## src/rtl/bitstream_self_writer_pkg.sv

```systemverilog
// Shared types and helpers for the configuration self-writer.
// Byte lanes fill big-endian: first byte lands in [31:24].
package bitstream_writer_pkg;

  localparam int BYTES_PER_WORD = 4;
  localparam int MAX_WORDS_DEF  = 4096;

  typedef enum logic [2:0] {
    IDLE,
    COLLECT,
    SETUP,
    STROBE,
    HOLD,
    DONE
  } bsw_state_t;

  function automatic logic [31:0] pack_byte(
    input logic [31:0] w,
    input logic [1:0]  idx,
    input logic [7:0]  b
  );
    logic [31:0] r;
    r = w;
    unique case (idx)
      2'd0: r[31:24] = b;
      2'd1: r[23:16] = b;
      2'd2: r[15:8]  = b;
      2'd3: r[7:0]   = b;
      default: r = w;
    endcase
    return r;
  endfunction

endpackage

```

## src/rtl/bitstream_self_writer_if.sv

```systemverilog
// Byte stream handshake into the self-writer.
// Source drives data/valid/last, writer returns ready.
interface bsw_stream_if;

  logic [7:0] in_data;
  logic       in_valid;
  logic       in_last;
  logic       in_ready;

  modport master (
    output in_data,
    output in_valid,
    output in_last,
    input  in_ready
  );

  modport slave (
    input  in_data,
    input  in_valid,
    input  in_last,
    output in_ready
  );

endinterface

```

## src/rtl/bitstream_self_writer.sv

```systemverilog
// Packs a byte stream into 32-bit words and paces them
// onto the fabric self-write port (setup/strobe/hold).
module bitstream_self_writer
  import bitstream_writer_pkg::*;
#(
  parameter int SETUP_CYCLES = 2,
  parameter int HOLD_CYCLES  = 2,
  parameter int MAX_WORDS    = MAX_WORDS_DEF,
  localparam int WCW = $clog2(MAX_WORDS + 1)
) (
  input  logic            CLK,
  input  logic            resetn,
  input  logic            start,
  bsw_stream_if.slave     in_s,
  output logic [31:0]     SelfWriteData,
  output logic            SelfWriteStrobe,
  output logic            busy,
  output logic            done,
  output logic            misaligned,
  output logic [WCW-1:0]  word_count
);

  localparam int PMAX =
    (SETUP_CYCLES > HOLD_CYCLES) ? SETUP_CYCLES
                                 : HOLD_CYCLES;
  localparam int CW = $clog2(PMAX + 1);

  bsw_state_t     state_q;
  logic [1:0]     idx_q;
  logic [31:0]    word_q;
  logic [31:0]    data_q;
  logic [CW-1:0]  cnt_q;
  logic [WCW-1:0] wc_q;
  logic           last_q;
  logic           strobe_q;
  logic           ready_q;
  logic           busy_q;
  logic           done_q;
  logic           mis_q;

  logic        accept;
  logic        fin_d;
  logic [31:0] word_d;

  assign accept = ready_q && in_s.in_valid;
  assign word_d = pack_byte(word_q, idx_q, in_s.in_data);
  assign fin_d  = in_s.in_last ||
                  (idx_q == 2'(BYTES_PER_WORD - 1));

  always_ff @(posedge CLK) begin
    if (!resetn) begin
      state_q  <= IDLE;
      idx_q    <= '0;
      word_q   <= '0;
      data_q   <= '0;
      cnt_q    <= '0;
      wc_q     <= '0;
      last_q   <= 1'b0;
      strobe_q <= 1'b0;
      ready_q  <= 1'b0;
      busy_q   <= 1'b0;
      done_q   <= 1'b0;
      mis_q    <= 1'b0;
    end else begin
      unique case (state_q)
        IDLE, DONE: begin
          if (start) begin
            state_q <= COLLECT;
            ready_q <= 1'b1;
            busy_q  <= 1'b1;
            done_q  <= 1'b0;
            mis_q   <= 1'b0;
            wc_q    <= '0;
            idx_q   <= '0;
            word_q  <= '0;
            last_q  <= 1'b0;
          end
        end
        COLLECT: begin
          if (accept && fin_d) begin
            state_q <= SETUP;
            ready_q <= 1'b0;
            data_q  <= word_d;
            word_q  <= '0;
            last_q  <= in_s.in_last;
            cnt_q   <= CW'(SETUP_CYCLES - 1);
            // short final word: low lanes stay zero
            if (in_s.in_last && idx_q != 2'd3)
              mis_q <= 1'b1;
          end else if (accept) begin
            word_q <= word_d;
            idx_q  <= idx_q + 2'd1;
          end
        end
        SETUP: begin
          if (cnt_q == '0) begin
            state_q  <= STROBE;
            strobe_q <= 1'b1;
          end else begin
            cnt_q <= cnt_q - 1'b1;
          end
        end
        STROBE: begin
          state_q  <= HOLD;
          strobe_q <= 1'b0;
          wc_q     <= wc_q + 1'b1;
          cnt_q    <= CW'(HOLD_CYCLES - 1);
        end
        HOLD: begin
          if (cnt_q != '0) begin
            cnt_q <= cnt_q - 1'b1;
          end else if (last_q ||
                       wc_q == WCW'(MAX_WORDS)) begin
            state_q <= DONE;
            busy_q  <= 1'b0;
            done_q  <= 1'b1;
          end else begin
            state_q <= COLLECT;
            ready_q <= 1'b1;
            idx_q   <= '0;
          end
        end
        default: state_q <= IDLE;
      endcase
    end
  end

  assign in_s.in_ready   = ready_q;
  assign SelfWriteData   = data_q;
  assign SelfWriteStrobe = strobe_q;
  assign busy            = busy_q;
  assign done            = done_q;
  assign misaligned      = mis_q;
  assign word_count      = wc_q;

endmodule

```

## src/flat_wrapper.sv

```systemverilog
// flat-port wrapper written by rule: the top's interface ports become plain ports
module bitstream_self_writer_flat import bitstream_writer_pkg::*;
#(
  parameter int SETUP_CYCLES = 2,
  parameter int HOLD_CYCLES  = 2,
  parameter int MAX_WORDS    = MAX_WORDS_DEF,
  localparam int WCW = $clog2(MAX_WORDS + 1)
)
  (CLK, resetn, start, SelfWriteData, SelfWriteStrobe, busy, done, misaligned, word_count, in_s_in_data, in_s_in_valid, in_s_in_last, in_s_in_ready);
  bsw_stream_if in_s_i ();
  input  logic CLK;
  input  logic resetn;
  input  logic start;
  output logic [31:0] SelfWriteData;
  output logic SelfWriteStrobe;
  output logic busy;
  output logic done;
  output logic misaligned;
  output logic [WCW-1:0] word_count;
  input wire logic [$bits(in_s_i.in_data)-1:0] in_s_in_data;
  input wire logic [$bits(in_s_i.in_valid)-1:0] in_s_in_valid;
  input wire logic [$bits(in_s_i.in_last)-1:0] in_s_in_last;
  output wire logic [$bits(in_s_i.in_ready)-1:0] in_s_in_ready;
  assign in_s_i.in_data = in_s_in_data;
  assign in_s_i.in_valid = in_s_in_valid;
  assign in_s_i.in_last = in_s_in_last;
  assign in_s_in_ready = in_s_i.in_ready;
  bitstream_self_writer #(.SETUP_CYCLES(SETUP_CYCLES), .HOLD_CYCLES(HOLD_CYCLES), .MAX_WORDS(MAX_WORDS)) u_core (.CLK(CLK), .resetn(resetn), .start(start), .in_s(in_s_i), .SelfWriteData(SelfWriteData), .SelfWriteStrobe(SelfWriteStrobe), .busy(busy), .done(done), .misaligned(misaligned), .word_count(word_count));
endmodule
```

## config.mk

```make
export PLATFORM = sky130hd
export DESIGN_NAME = bitstream_self_writer_flat
export DESIGN_NICKNAME = d
export VERILOG_FILES = /design/src/rtl/bitstream_self_writer_pkg.sv /design/src/rtl/bitstream_self_writer_if.sv /design/src/rtl/bitstream_self_writer.sv /design/src/flat_wrapper.sv
export SDC_FILE = /design/constraint.sdc
export NUM_CORES = 1
export LEC_CHECK = 0
export ABC_AREA = 1
export CAP_MARGIN = 20
export CORE_ASPECT_RATIO = 0.9
export CORE_MARGIN = 2
export CORE_UTILIZATION = 30
export CTS_CLUSTER_DIAMETER = 200
export DETAILED_ROUTE_END_ITERATION = 8
export GPL_TIMING_DRIVEN = 0
export PLACE_DENSITY_LB_ADDON = 0.3
export SLEW_MARGIN = 20
export SYNTH_ARGS = -nofsm -noshare
export SYNTH_HDL_FRONTEND = slang
export SYNTH_SLANG_ARGS = --single-unit
```

## constraint.sdc

```tcl
create_clock -name CLK -period 1.9 [get_ports CLK]
set_clock_uncertainty 0.05 [all_clocks]
set_input_delay 0.285 -clock CLK [delete_from_list [all_inputs] [get_ports CLK]]
set_output_delay 0.285 -clock CLK [all_outputs]
set_load 0.01 [all_outputs]
```

---- After elaboration in Yosys (flattened, before gate mapping) ----
Cells that the tools add are included.
storage, ports and cells
  register bits ........................... 90
  word-level logic and storage cells ...... 109
  bits of input ports ..................... 13
  output and inout port bits .............. 50
cells by class
  reduce and logical (&&, ||, !) cells .... 27
  mux-type cells .......................... 45
  add/subtract/negate cells ............... 3
  eq/ne operators ......................... 22
operator list
  operator                                               number
  2-to-1 mux 32 bit                                      3
  case mux 32 bit (2 select lines)                       1
  2-to-1 mux 8 bit                                       4
  case mux 13 bit (2 select lines)                       1
  2-to-1 mux 2 bit                                       8
  AND reduction 4 bit                                    4
  2-to-1 mux 3 bit                                       5
  case mux 3 bit (5 select lines)                        1
  adder 13 x 1 -> 13 bit, second input constant          1
  equality test 13 bit, second input constant            1
  2-to-1 mux 1 bit                                       13
  2-to-1 mux 13 bit                                      1
  inequality test 2 x 1 -> 1 bit, second input constant  6
  inequality test 2 bit, second input constant           6
  case mux 1 bit (2 select lines)                        5
  nonzero test 2 bit                                     5
  case mux 2 bit (4 select lines)                        1
  equality test 3 x 2 -> 1 bit, second input constant    2
  equality test 3 bit, second input constant             2
  case mux 2 bit (3 select lines)                        1
  AND reduction 2 bit                                    3
  AND reduction 3 bit                                    2
  AND reduction 6 bit                                    1
  AND reduction 5 bit                                    1
  other kinds (14)                                       19

---- Depth between registers and ports, before layout ----
Gate-level depths: netlist of run 1.
  word-level depth ........................ 5
  mapped depth ............................ 11

---- Least setup slack after synthesis of run 1 ----
OpenSTA, ideal clock, no wires.
  path kind ............................... reg2reg
  start ................................... reg u_core.idx_q[0]
  end ..................................... reg u_core.data_q[11], in the netlist u_core.SelfWriteData[11]
  required time ........................... 1.718 ns
  setup time .............................. 0.132 ns
  data arrival time ....................... 1.477 ns
  buffers on the path ..................... 2
  slack ................................... 0.241 ns
  cell stages (with the launch flop) ...... 11
  path through ............................ dfxtp_1 > ha_1 > buf_2 > nor2_1 > nor2_1 > inv_1 > nor2_4 > inv_2 > buf_2 > nand2_1 > a21oi_1
on the way
  longest elaborated chain between the ends .. 4
RTL lines
  what                                  RTL line                     text
  start, declared                       bitstream_self_writer.sv:29  logic [1:0] idx_q;
  start signal, assigned                bitstream_self_writer.sv:92  idx_q <= idx_q + 2'd1;
  equality test 2 bit                   bitstream_self_writer.sv:48  (idx_q == 2'(BYTES_PER_WORD - 1));
  logical OR 1 bit                      bitstream_self_writer.sv:47  assign fin_d = in_s.in_last ||
  logical AND 1 bit                     bitstream_self_writer.sv:80  if (accept && fin_d) begin
  AND reduction 2 bit (no source line)  -
  end signal, assigned                  bitstream_self_writer.sv:83  data_q <= word_d;
  end, declared                         bitstream_self_writer.sv:31  logic [31:0] data_q;
Parallel ways exist; a longest one is shown, timed or not.
A chain may end at the register's enable or synchronous reset.

---- Worst setup path after layout of run 1 ----
  start ................................... reg u_core.idx_q[0]
  end ..................................... reg u_core.data_q[29], in the netlist u_core.SelfWriteData[29]
The elaborated chain is that of the path after synthesis.

==> summary.txt, run 1 <==
Status
  – Outcome: finished clean

Place
  – DP HPWL: 8.14 mm
  – Global placement routability congestion: 0.826
  – Total cell area at the placement stage: 5150 um2
  – Port Buf Inserts: ~60
  – Worst setup timing slack at the placement stage: -264 ps

Detailed routing
  – Via density per instance: 4.68
  – First-pass iteration count of the detailed router: 4
  – Violation count after the first detailed-routing iteration: 269
  – Vias: 3890
  – Wire length reported by the detailed router: 11.4 mm
  – Residual DRC: 0
  – Post-route antenna net violation count: 0
  – Detail-routed net length per standard cell: 13.6 um

Synthesis
  – Mean area per synthesized cell: 7.67 um2
  – Number of flip-flops and latches in the synthesized netlist: 90
  – Nets in the synthesized netlist: 580
  – Number of distinct library cell variants in the gate-level netlist after synthesis: 29
  – Ys flop type: sky130_fd_sc_hd__dfxtp_1
  – EDFF count, synth: 0
  – Async set-or-reset flop fraction in the synthesized netlist: 0
  – Mapped Area: 4300 um2
  – Seq/Total Area, Yosys: 0.419
  – Library cell occupying the most area in the post-synthesis netlist: sky130_fd_sc_hd__dfxtp_1
  – Cell types with the largest area share after synthesis: sky130_fd_sc_hd__dfxtp_1 42%, sky130_fd_sc_hd__nand2_1 15%, sky130_fd_sc_hd__a211oi_2 8.2%
  – Synth top area share: 0.419
  – Number of cells produced by synthesis: 560
  – Number of warnings issued by yosys: 0

Global routing
  – Number of global-route vias before repair: 3672
  – Combined global-route utilization of all metal layers: 0.154
  – Overflow left after global routing: 0
  – Global-route wire length before repair: 18.4 mm
  – Number of antenna violations at the first check in global routing: 0
  – Pin count of the biggest net entering global routing: 15

Die
  – Area of the placeable core: 14000 um2
  – Boundary pin count: 63
  – Starting density of the core: 0.307
  – Die height: around 120 um
  – Area enclosed by the die boundary: between 15000 and 20000 um2
  – Row count: between 40 and 50
  – Floorplan die width: between 100 and 150 um

Timing
  – RSZ-0062 raised after global routing: true
  – Final setup fails: 0
  – Final Cycle Share: 0.930
  – Fin. Hold Viols: 0
  – Worst hold slack: roughly 310 ps
  – Transition time at the pin with the least slew margin: approximately 740 ps
  – Peak clock frequency supported by timing: between 500 and 600 MHz
  – Final critical-path required period: between 1500 and 2000 ps
  – Crit path setup slack, layout: roughly 130 ps
  – Rel. slew slack: 0.504
  – Total count of max-transition violations in the final report: 0
  – Aggregate negative setup slack: 0 ps

Clock network
  – Hold buffer count at cts: 0
  – Clk root buf: sky130_fd_sc_hd__clkbuf_16
  – TritonCTS clock tree: built
  – Worst-skew pair later-pin latency: 350 ps
  – Clock Sinks: 90
  – Deepest clock path buffer count: 2
  – Number of CTS-inserted buffers: 9
  – Clock-pin slew of the registers on the worst-case setup and hold paths: about 60 ps
  – H-tree levels: 3

Flow run
  – Max-cap viol count: 0

Pwr
  – Total power divided by cell area: 1360 nW/um2
  – Peak supply drop: 556 uV
  – Cell leakage power: just over 2 nW

Layout
  – Post-route design area: 5490 um2
  – End-of-flow core utilization: 0.392
  – Fraction of layout instances using a drive strength above 1: 0.164
  – Nets@finish: between 600 and 700
  – P&R area growth vs syn: 27.6%
  – Diodes inserted: 0

Critical path
  – Category of the worst setup path launch point: flop
  – Cell with the largest stage delay on the worst path: sky130_fd_sc_hd__dfxtp_2
  – Type of the worst setup path: reg -> reg
  – Crit path capture type: flop
  – Critical-path maximum fanout: 10
  – Worst path arrival time: 1920 ps
  – CP cell instances: ha_1, buf_6, nor2_1, nor2_2, inv_1, nor2_4, inv_2, buf_4, nand2_1, a21oi_1
  – Data required, critical path: 2050 ps
  – Delay of the slowest cell on the worst path: 340 ps

Min path
  – Hold crit path type: in -> reg
[worst paths after layout]
check,depth (start not counted),end,start,slack (ps)
hold reg to reg,2,u_core.cnt_q[1],u_core.cnt_q[1],410
setup reg to reg,10,u_core.SelfWriteData[29],u_core.idx_q[0],130
setup / recovery,10,u_core.SelfWriteData[29],u_core.idx_q[0],130
hold / removal,3,u_core.in_s.in_ready,resetn,310
[per-stage QoR]
stage	total power, W	std cells
after floorplan	0.00492	560
after global placement	0.00553	814
after detailed placement	0.00564	814
after CTS	0.00749	832
after global routing	0.00799	832
final	0.00744	832
[flip-flops by register name (all words and copies together), names as in the netlist]
register                count
u_core.in_s.in_ready        1
u_core.SelfWriteData       32
u_core.idx_q                2
u_core.word_q              32
u_core.state_q              3
u_core.last_q               1
u_core.SelfWriteStrobe      1
u_core.busy                 1
u_core.cnt_q                2
u_core.done                 1
u_core.misaligned           1
u_core.word_count          13
[cells in the final DEF (no fill, tap or decap), types with 12 or more instances in the layout]
cell / count
sky130_fd_sc_hd__mux2_2: 24
sky130_fd_sc_hd__dfxtp_1: 87
sky130_fd_sc_hd__inv_1: 29
sky130_fd_sc_hd__nor2_1: 68
sky130_fd_sc_hd__a211oi_2: 28
sky130_fd_sc_hd__clkdlybuf4s50_1: 61
sky130_fd_sc_hd__clkbuf_1: 12
sky130_fd_sc_hd__buf_4: 15
sky130_fd_sc_hd__nand2_1: 177
sky130_fd_sc_hd__a21oi_1: 49
sky130_fd_sc_hd__o21ai_0: 12
[synthesized netlist by cell type (8+ instances only)]
cell / instances
sky130_fd_sc_hd__inv_2: 8
sky130_fd_sc_hd__clkbuf_1: 10
sky130_fd_sc_hd__nor2_1: 69
sky130_fd_sc_hd__nand2_1: 177
sky130_fd_sc_hd__inv_1: 29
sky130_fd_sc_hd__dfxtp_1: 90
sky130_fd_sc_hd__nand3_1: 11
sky130_fd_sc_hd__buf_4: 10
sky130_fd_sc_hd__a21oi_1: 49
sky130_fd_sc_hd__o21ai_0: 12
sky130_fd_sc_hd__a211oi_2: 28
sky130_fd_sc_hd__mux2_2: 24
[routing by layer]
layer,wire [um],GRT usage,up-vias
met5,0,0,-
met4,119,0.0302,0
met3,708,0.0509,11
met2,5060,0.234,86
met1,5460,0.212,1821
li1,-,-,1972
[power breakdown]
part / internal, W / total, W / switching [W] / leakage (nW)
Sequential: 0.00237 / 0.00264 / 0.000274 / 0.735
Combinational: 0.00120 / 0.00298 / 0.00178 / 1.13
Clock: 0.00106 / 0.00182 / 0.000764 / 0.143
[logic make-up after synthesis]
family / count (synthesis) / synth area share
simple gates: 269 / 0.250
compound gates: 103 / 0.178
flops: 90 / 0.419
buf+inv: 67 / 0.0693
mux: 24 / 0.0629
fa+ha+maj: 7 / 0.0204
[final cells by class]
type,instances,area [um2]
clock inverter,4,51.3
multi-input combinational,403,2200
inverter,38,143
timing repair buffer,63,626
buffer,29,171
fill,1417,8520
tap,193,241
clock buffer,12,246
sequential,90,1810
[worst max-delay path, delay by kind of cell, from the launching register on]
family	cells	cell delay, ps
buffers and inverters	4	530
AND/OR/NAND/NOR	4	460
flip-flops	1	340
adder cells (fa/ha/maj)	1	160
AO/OA/AOI/OAI	1	70
[timing repair]
item                                   4_1_cts  5_1_grt
pin swaps                                    1        3
endpoints found under the hold margin        0        0
setup buffers                                2        0
setup endpoints to repair                   30       51
gates resized for setup                      2       11
Note: power is estimated with default switching activity, not from simulation.
==> inputs of run 2 (changes only) <==
--- a/config.mk
+++ b/config.mk
@@ -10,10 +10,11 @@
 export CORE_ASPECT_RATIO = 0.9
 export CORE_MARGIN = 2
 export CORE_UTILIZATION = 30
+export CTS_BUF_LIST = sky130_fd_sc_hd__clkbuf_8
 export CTS_CLUSTER_DIAMETER = 200
 export DETAILED_ROUTE_END_ITERATION = 8
+export GPL_ROUTABILITY_DRIVEN = 0
 export GPL_TIMING_DRIVEN = 0
-export PLACE_DENSITY_LB_ADDON = 0.3
 export SLEW_MARGIN = 20
 export SYNTH_ARGS = -nofsm -noshare
 export SYNTH_HDL_FRONTEND = slang
==> run 2 against run 1 <==
Net effect:
- sequential share of layout area is 0.26 points higher
- sequential power hardly changed
- critical endpoint is now u_core.SelfWriteData[17]
- final area is 0.78% lower
- via count is 1.2% lower
- non-clock buffer count is 1 higher
- critical path type unchanged
- clock power is 15% lower
- global-route usage is 0.23 points lower
- final cell count is 0.12% higher
- maximum frequency is 0.55% lower
- hold slack worse by 24 ps
- first-iteration DRC count is 4.5% lower
==> summary.txt, run 2 (synthesis gave the netlist of run 1 again) <==
Status
  – Outcome: finished clean (unchanged)

Critical path
  – Crit path capture type: flop (unchanged)
  – Count of cells along the worst register-to-register path: 10 (unchanged)
  – Category of the worst setup path launch point: flop (unchanged)
  – Most used cell, CP: sky130_fd_sc_hd__nor2_2
  – Cell with the largest stage delay on the worst path: sky130_fd_sc_hd__dfxtp_2 (unchanged)
  – Setup slack, reg-to-reg: 120 ps (was 130 ps)
  – Delay of the slowest cell on the worst path: 360 ps (was 340 ps)
  – Worst path arrival time: 1960 ps (was 1920 ps)
  – Crit path depth: 10 (unchanged)
  – Type of the worst setup path: reg -> reg (unchanged)
  – Data required, critical path: 2080 ps (was 2050 ps)
  – Buffers & Inverters on Critical Path: 4 (unchanged)
  – CP cell instances: ha_1, buf_6, nor2_2, nor2_2, inv_1, nor2_4, inv_2, clkbuf_4, nand2_1, a21oi_1 (was ha_1, buf_6, nor2_1, nor2_2, inv_1, nor2_4, inv_2, buf_4, nand2_1, a21oi_1)
  – Family of cells with the greatest summed delay on the critical path: buffers and inverters (unchanged)
  – Critical-path maximum fanout: 10 (unchanged)

Global routing
  – Pin count of the biggest net entering global routing: 15 (unchanged)
  – Global-route wire length before repair: 18.5 mm (was 18.4 mm)
  – Combined global-route utilization of all metal layers: 0.151 (was 0.154)
  – Number of global-route vias before repair: 3733 (was 3672)
  – Number of antenna violations at the first check in global routing: 0 (unchanged)
  – Overflow left after global routing: 0 (unchanged)

Clock network
  – TritonCTS clock tree: built (unchanged)
  – Deepest clock path buffer count: 2 (unchanged)
  – Hold buffer count at cts: 0 (unchanged)
  – Clk root buf: sky130_fd_sc_hd__clkbuf_8 (was sky130_fd_sc_hd__clkbuf_16)
  – Worst-skew pair later-pin latency: 370 ps (was 350 ps)
  – Clock-pin slew of the registers on the worst-case setup and hold paths: 90 ps (was 60 ps)
  – Clock Sinks: 90 (unchanged)
  – H-tree levels: 3 (unchanged)
  – Number of CTS-inserted buffers: 9 (unchanged)

Layout
  – Fraction of layout instances using a drive strength above 1: 0.169 (was 0.164)
  – Post-route design area: 5440 um2 (was 5490 um2)
  – Layout filler cell count: 1414 (was 1417)
  – Diodes inserted: 0 (unchanged)
  – Commonest non-fill, non-tap cell in the layout: sky130_fd_sc_hd__nand2_1 (unchanged)
  – P&R area growth vs syn: 26.6% (was 27.6%)
  – Nets@finish: 655 (was 654)
  – End-of-flow core utilization: 0.389 (was 0.392)
  – Most frequent cells in the layout: 177 x sky130_fd_sc_hd__nand2_1, 87 x sky130_fd_sc_hd__dfxtp_1, 67 x sky130_fd_sc_hd__nor2_1, 61 x sky130_fd_sc_hd__clkdlybuf4s50_1, 48 x sky130_fd_sc_hd__a21oi_1 (was 177 x sky130_fd_sc_hd__nand2_1, 87 x sky130_fd_sc_hd__dfxtp_1, 68 x sky130_fd_sc_hd__nor2_1, 61 x sky130_fd_sc_hd__clkdlybuf4s50_1, 49 x sky130_fd_sc_hd__a21oi_1)

Pwr
  – Switching power: 0.00276 W (was 0.00282 W)
  – Combinational Power Share: 0.420 (was 0.401)
  – Share of total power in the clock network: 0.215 (was 0.245)
  – Cell leakage power: 2.00 nW (was 2.01 nW)
  – Peak supply drop: 564 uV (was 556 uV)
  – Total power divided by cell area: 1320 nW/um2 (was 1360 nW/um2)
  – Cell internal pwr: 0.00444 W (was 0.00463 W)
  – Net Sw Frac: 0.383 (was 0.379)
  – Part of the power in registers: 0.366 (was 0.355)

Detailed routing
  – Via density per instance: 4.61 (was 4.68)
  – Vias: 3843 (was 3890)
  – Post-route antenna net violation count: 0 (unchanged)
  – Residual DRC: 0 (unchanged)
  – First-pass iteration count of the detailed router: 4 (unchanged)
  – Wire length reported by the detailed router: 11.3 mm (was 11.4 mm)
  – Violation count after the first detailed-routing iteration: 257 (was 269)
  – Detail-routed net length per standard cell: 13.5 um (was 13.6 um)

Timing
  – Final setup fails: 0 (unchanged)
  – Rel. slew slack: 0.508 (was 0.504)
  – RSZ-0062 raised after global routing: false (was true)
  – Fin. Hold Viols: 0 (unchanged)
  – Total count of max-transition violations in the final report: 0 (unchanged)
  – Peak clock frequency supported by timing: 563 MHz (was 566 MHz)
  – Transition time at the pin with the least slew margin: 738 ps (was 743 ps)
  – Final critical-path required period: 1780 ps (was 1770 ps)
  – Final Cycle Share: 0.935 (was 0.930)
  – Worst hold slack: 285 ps (was 308 ps)

Die
  – Row count: 41 (unchanged)
  – Area enclosed by the die boundary: 15300 um2 (unchanged)
  – Starting density of the core: 0.307 (unchanged)
  – Area of the placeable core: 14000 um2 (unchanged)
  – Boundary pin count: 63 (unchanged)
  – Die height: 118 um (unchanged)
  – Floorplan die width: 130 um (unchanged)

Place
  – Port Buf Inserts: 61 (unchanged)
  – Total cell area at the placement stage: 5150 um2 (unchanged)
  – DP HPWL: 8.20 mm (was 8.14 mm)

Min path
  – Number of cells on the worst hold path: 3 (unchanged)
  – Hold crit path type: in -> reg (unchanged)

Flow run
  – Max-cap viol count: 0 (unchanged)
-- run 2: final timing paths --
path,end,startpoint
worst max-delay path,u_core.SelfWriteData[17],u_core.idx_q[1]
worst min-delay path,u_core.in_s.in_ready,resetn
worst max register to register,u_core.SelfWriteData[17],u_core.idx_q[1]
worst min register to register,u_core.SelfWriteData[6],u_core.SelfWriteData[6]
-- run 2: area by class of cell --
cell class / count / area (um2) / share of cell area
multi-input cells: 403 / 2210 / 0.406
inverters: 38 / 143 / 0.0262
well taps: 193 / 241 / 0.0444
repair buffers: 65 / 641 / 0.118
clock buffers: 9 / 124 / 0.0228
flip-flops and latches: 90 / 1810 / 0.332
plain buffers: 28 / 171 / 0.0315
clock inverters: 7 / 110 / 0.0202
-- run 2: per-layer routing --
metal,wire length [um],part of all wire,global-route usage
met5,0,0,0
met4,91,0.0081,0.0309
met3,526,0.047,0.0373
met2,5110,0.45,0.239
met1,5520,0.49,0.210
-- run 2: metrics by stage --
stage          total power (W)  setup WS, ps  cells  TNS, ps
3_3_place_gp           0.00551          -225    814    -6310
4_1_cts                0.00722          2.40    832        0
6_report               0.00721           123    833        0
3_5_place_dp           0.00565          -265    814    -8300
2_1_floorplan          0.00492           241    560        0
5_1_grt                0.00771          3.49    833        0
-- run 2: worst register-to-register path: stages, from the launching register on --
cell and delay, ps:
sky130_fd_sc_hd__dfxtp_2 360, sky130_fd_sc_hd__ha_1 160, sky130_fd_sc_hd__buf_6 140, sky130_fd_sc_hd__nor2_2 60
sky130_fd_sc_hd__nor2_2 180, sky130_fd_sc_hd__inv_1 90, sky130_fd_sc_hd__nor2_4 160, sky130_fd_sc_hd__inv_2 100
sky130_fd_sc_hd__clkbuf_4 200, sky130_fd_sc_hd__nand2_1 70, sky130_fd_sc_hd__a21oi_1 60
-- run 2: power groups by stage --
stage	clock, W	combinational [W]	sequential (W)
after floorplan	0	0.00229	0.00263
after global placement	0	0.00287	0.00264
after detailed placement	0	0.00297	0.00267
after CTS	0.00159	0.00300	0.00263
after global routing	0.00166	0.00336	0.00270
final	0.00155	0.00302	0.00263
-- run 2: repair_timing --
action                     4_1_cts  5_1_grt
resized for setup                3       13
setup endpoints to repair       36       60
cloned                           0        0
buffers inserted                 2        2
hold endpoints to repair         0        0
pin swaps                        1        3
==> inputs of run 3 (changes only) <==
--- a/config.mk
+++ b/config.mk
@@ -6,16 +6,13 @@
 export NUM_CORES = 1
 export LEC_CHECK = 0
 export ABC_AREA = 1
-export CAP_MARGIN = 20
 export CORE_ASPECT_RATIO = 0.9
-export CORE_MARGIN = 2
 export CORE_UTILIZATION = 30
 export CTS_BUF_LIST = sky130_fd_sc_hd__clkbuf_8
 export CTS_CLUSTER_DIAMETER = 200
 export DETAILED_ROUTE_END_ITERATION = 8
 export GPL_ROUTABILITY_DRIVEN = 0
 export GPL_TIMING_DRIVEN = 0
-export SLEW_MARGIN = 20
 export SYNTH_ARGS = -nofsm -noshare
 export SYNTH_HDL_FRONTEND = slang
 export SYNTH_SLANG_ARGS = --single-unit
==> run 3 against run 2 <==
Net effect:
- count of clock-buffer cells in the layout increased by 1
- die area shrank 3.2%
- setup slack worse by 29 ps
- global-route usage rose by 0.76 points
- sequential share of layout area increased by 0.39 points
- power decreased by 3.0%
- largest cell class unchanged
==> summary.txt, run 3 (synthesis gave the netlist of run 1 again) <==
Global routing
  – Number of global-route vias before repair: 3802 (was 3733)
  – Combined global-route utilization of all metal layers: 0.159 (was 0.151)
  – Number of antenna violations at the first check in global routing: 0 (unchanged)
  – Global-route wire length before repair: 18.3 mm (was 18.5 mm)
  – Pin count of the biggest net entering global routing: 16 (was 15)
  – Overflow left after global routing: 0 (unchanged)

Clock network
  – Clock Sinks: 90 (unchanged)
  – Clock-pin slew of the registers on the worst-case setup and hold paths: 100 ps (was 90 ps)
  – Clk root buf: sky130_fd_sc_hd__clkbuf_8 (unchanged)
  – H-tree levels: 3 (unchanged)
  – Number of CTS-inserted buffers: 9 (unchanged)
  – TritonCTS clock tree: built (unchanged)
  – Worst-skew pair later-pin latency: 380 ps (was 370 ps)
  – Deepest clock path buffer count: 2 (unchanged)

Pwr
  – Cell leakage power: 1.96 nW (was 2.00 nW)
  – Part of the power in registers: 0.377 (was 0.366)
  – Power after layout: 0.00699 W (was 0.00721 W)
  – Share of total power in the clock network: 0.196 (was 0.215)
  – Combinational Power Share: 0.427 (was 0.420)
  – Switching power: 0.00279 W (was 0.00276 W)
  – Cell internal pwr: 0.00420 W (was 0.00444 W)
  – Peak supply drop: 424 uV (was 564 uV)
  – Net Sw Frac: 0.399 (was 0.383)
  – Total power divided by cell area: 1300 nW/um2 (was 1320 nW/um2)

Place
  – DP HPWL: 8.12 mm (was 8.20 mm)
  – Port Buf Inserts: 61 (unchanged)

Min path
  – Number of cells on the worst hold path: 3 (unchanged)
  – Hold crit path type: in -> reg (unchanged)
  – Startpoint of the most critical hold path: resetn (unchanged)
  – Worst hold path endpoint: u_core.in_s.in_ready (unchanged)

Timing
  – Rel. slew slack: 0.532 (was 0.508)
  – Final critical-path required period: 1810 ps (was 1780 ps)
  – Peak clock frequency supported by timing: 554 MHz (was 563 MHz)
  – Aggregate negative setup slack: 0 ps (unchanged)
  – Final Cycle Share: 0.951 (was 0.935)
  – Final setup fails: 0 (unchanged)
  – Fin. Hold Viols: 0 (unchanged)
  – Transition time at the pin with the least slew margin: 702 ps (was 738 ps)
  – RSZ-0062 raised after global routing: true (was false)
  – Total count of max-transition violations in the final report: 0 (unchanged)

Layout
  – Nets@finish: 652 (was 655)
  – Commonest non-fill, non-tap cell in the layout: sky130_fd_sc_hd__nand2_1 (unchanged)
  – Most frequent cells in the layout: 177 x sky130_fd_sc_hd__nand2_1, 87 x sky130_fd_sc_hd__dfxtp_1, 68 x sky130_fd_sc_hd__nor2_1, 61 x sky130_fd_sc_hd__clkdlybuf4s50_1, 49 x sky130_fd_sc_hd__a21oi_1 (was 177 x sky130_fd_sc_hd__nand2_1, 87 x sky130_fd_sc_hd__dfxtp_1, 67 x sky130_fd_sc_hd__nor2_1, 61 x sky130_fd_sc_hd__clkdlybuf4s50_1, 48 x sky130_fd_sc_hd__a21oi_1)
  – Layout filler cell count: 1418 (was 1414)
  – Fraction of layout instances using a drive strength above 1: 0.166 (was 0.169)
  – Diodes inserted: 0 (unchanged)
  – P&R area growth vs syn: 25.2% (was 26.6%)

Detailed routing
  – Detail-routed net length per standard cell: 13.6 um (was 13.5 um)
  – Detailed-routed wire length on met3: 491 um (was 526 um)
  – Post-route antenna net violation count: 0 (unchanged)
  – Wire length reported by the detailed router: 11.3 mm (about the same)
  – Highest Signal Layer: met4 (unchanged)
  – Violation count after the first detailed-routing iteration: 216 (was 257)
  – First-pass iteration count of the detailed router: 4 (unchanged)
  – Residual DRC: 0 (unchanged)
  – Met1 routed wirelength after detailed routing: 5.52 mm (about the same)
  – Via density per instance: 4.73 (was 4.61)
  – Vias: 3925 (was 3843)
  – DR WL met2: 5.15 mm (was 5.11 mm)

Die
  – Floorplan die width: 128 um (was 130 um)
  – Row count: 41 (unchanged)
  – Die height: 116 um (was 118 um)
  – Area enclosed by the die boundary: 14800 um2 (was 15300 um2)
  – Boundary pin count: 63 (unchanged)
  – Starting density of the core: 0.307 (unchanged)
  – Area of the placeable core: 14000 um2 (unchanged)

Critical path
  – Critical-path maximum fanout: 10 (unchanged)
  – Data required, critical path: 2140 ps (was 2080 ps)
  – Reg2Reg Launch Point: u_core.idx_q[0] (was u_core.idx_q[1])
  – Count of cells along the worst register-to-register path: 8 (was 10)
  – Type of the worst setup path: reg -> reg (unchanged)
  – Setup slack, reg-to-reg: 90 ps (was 120 ps)
  – Delay of the slowest cell on the worst path: 340 ps (was 360 ps)
  – Crit path capture type: flop (unchanged)
  – Worst path arrival time: 2050 ps (was 1960 ps)
  – Worst reg2reg endpoint: u_core.word_q[23] (was u_core.SelfWriteData[17])
  – CP cell instances: ha_1, buf_6, nor2_1, nor2_2, nor2_4, clkbuf_4, nand2_1, a211oi_2 (was ha_1, buf_6, nor2_2, nor2_2, inv_1, nor2_4, inv_2, clkbuf_4, nand2_1, a21oi_1)
  – Category of the worst setup path launch point: flop (unchanged)
  – Cell with the largest stage delay on the worst path: sky130_fd_sc_hd__dfxtp_2 (unchanged)

Status
  – Outcome: finished clean (unchanged)

Flow run
  – Max-cap viol count: 0 (unchanged)
[run 3: changes by cell type in the layout (fill, tap and decap cells not counted), sizes merged]
cell | previous run | this run
inv | 39 | 37
clkinv | 2 | 3
bufinv | 3 | 1
buf | 21 | 18
clkinvlp | 1 | 3
clkbuf | 20 | 21
[run 3: power groups by stage]
stage | Clock, W | Combinational, W | Sequential, W
final | 0.00137 | 0.00298 | 0.00264
after global routing | 0.00148 | 0.00332 | 0.00269
after CTS | 0.00141 | 0.00298 | 0.00263
after detailed placement | 0 | 0.00296 | 0.00267
after global placement | 0 | 0.00287 | 0.00264
after floorplan | 0 | 0.00229 | 0.00263
[run 3: area by class of cell]
| cell class | count | area [um2] | area share |
|---|---|---|---|
| well taps | 193 | 241 | 0.0449 |
| clock buffers | 10 | 138 | 0.0256 |
| repair buffers | 62 | 618 | 0.115 |
| multi-input cells | 403 | 2200 | 0.409 |
| clock inverters | 6 | 66.3 | 0.0123 |
| plain buffers | 28 | 168 | 0.0312 |
| inverters | 38 | 143 | 0.0265 |
| flip-flops and latches | 90 | 1810 | 0.336 |
[run 3: repair_timing]
| item | 4_1_cts | 5_1_grt |
|---|---|---|
| hold buffers | 0 | 0 |
| setup buffers | 1 | 0 |
| resized for setup | 2 | 11 |
| endpoints found under the setup margin | 32 | 53 |
| pin swaps | 1 | 2 |
[run 3: worst max-delay path: cells and delay by family, from the launching register on]
| family | cells | cell delay (ps) |
|---|---|---|
| AO/OA/AOI/OAI | 1 | 220 |
| adder cells (fa/ha/maj) | 1 | 200 |
| buffers and inverters | 2 | 390 |
| flip-flops | 1 | 340 |
| AND/OR/NAND/NOR | 4 | 510 |
[run 3: stage by stage]
stage | instances | instance area, um2 | util | hold slack, ps | setup WS [ps]
finish | 830 | 5380 | 0.384 | 291 | 93.4
CTS | 831 | 5370 | 0.383 | 267 | 16.2
global placement | 814 | 5150 | 0.368 | 397 | -206
detailed placement | 814 | 5150 | 0.368 | 405 | -240
floorplan | 560 | 4300 | - | 383 | 241
global route | 830 | 5380 | 0.384 | 307 | -31.8
[run 3: how the worst max path moves through the flow]
stage | slack, ps | startpoint | depth (start not counted) | end
2_1_floorplan | 240 | u_core.idx_q[0] | 10 | u_core.SelfWriteData[11]
3_3_place_gp | -210 | in_s_in_valid | 9 | u_core.SelfWriteData[30]
3_5_place_dp | -240 | in_s_in_valid | 9 | u_core.SelfWriteData[30]
4_1_cts | 20 | u_core.idx_q[0] | 8 | u_core.word_q[23]
5_1_grt | -30 | u_core.idx_q[1] | 10 | u_core.SelfWriteData[28]
6_report | 90 | u_core.idx_q[0] | 8 | u_core.word_q[23]
[run 3: metal layers]
metal	GRT usage	vias up
met1	0.203	1873
li1	-	1963
met2	0.262	76
met3	0.0411	13
met5	0	-
met4	0.0533	0
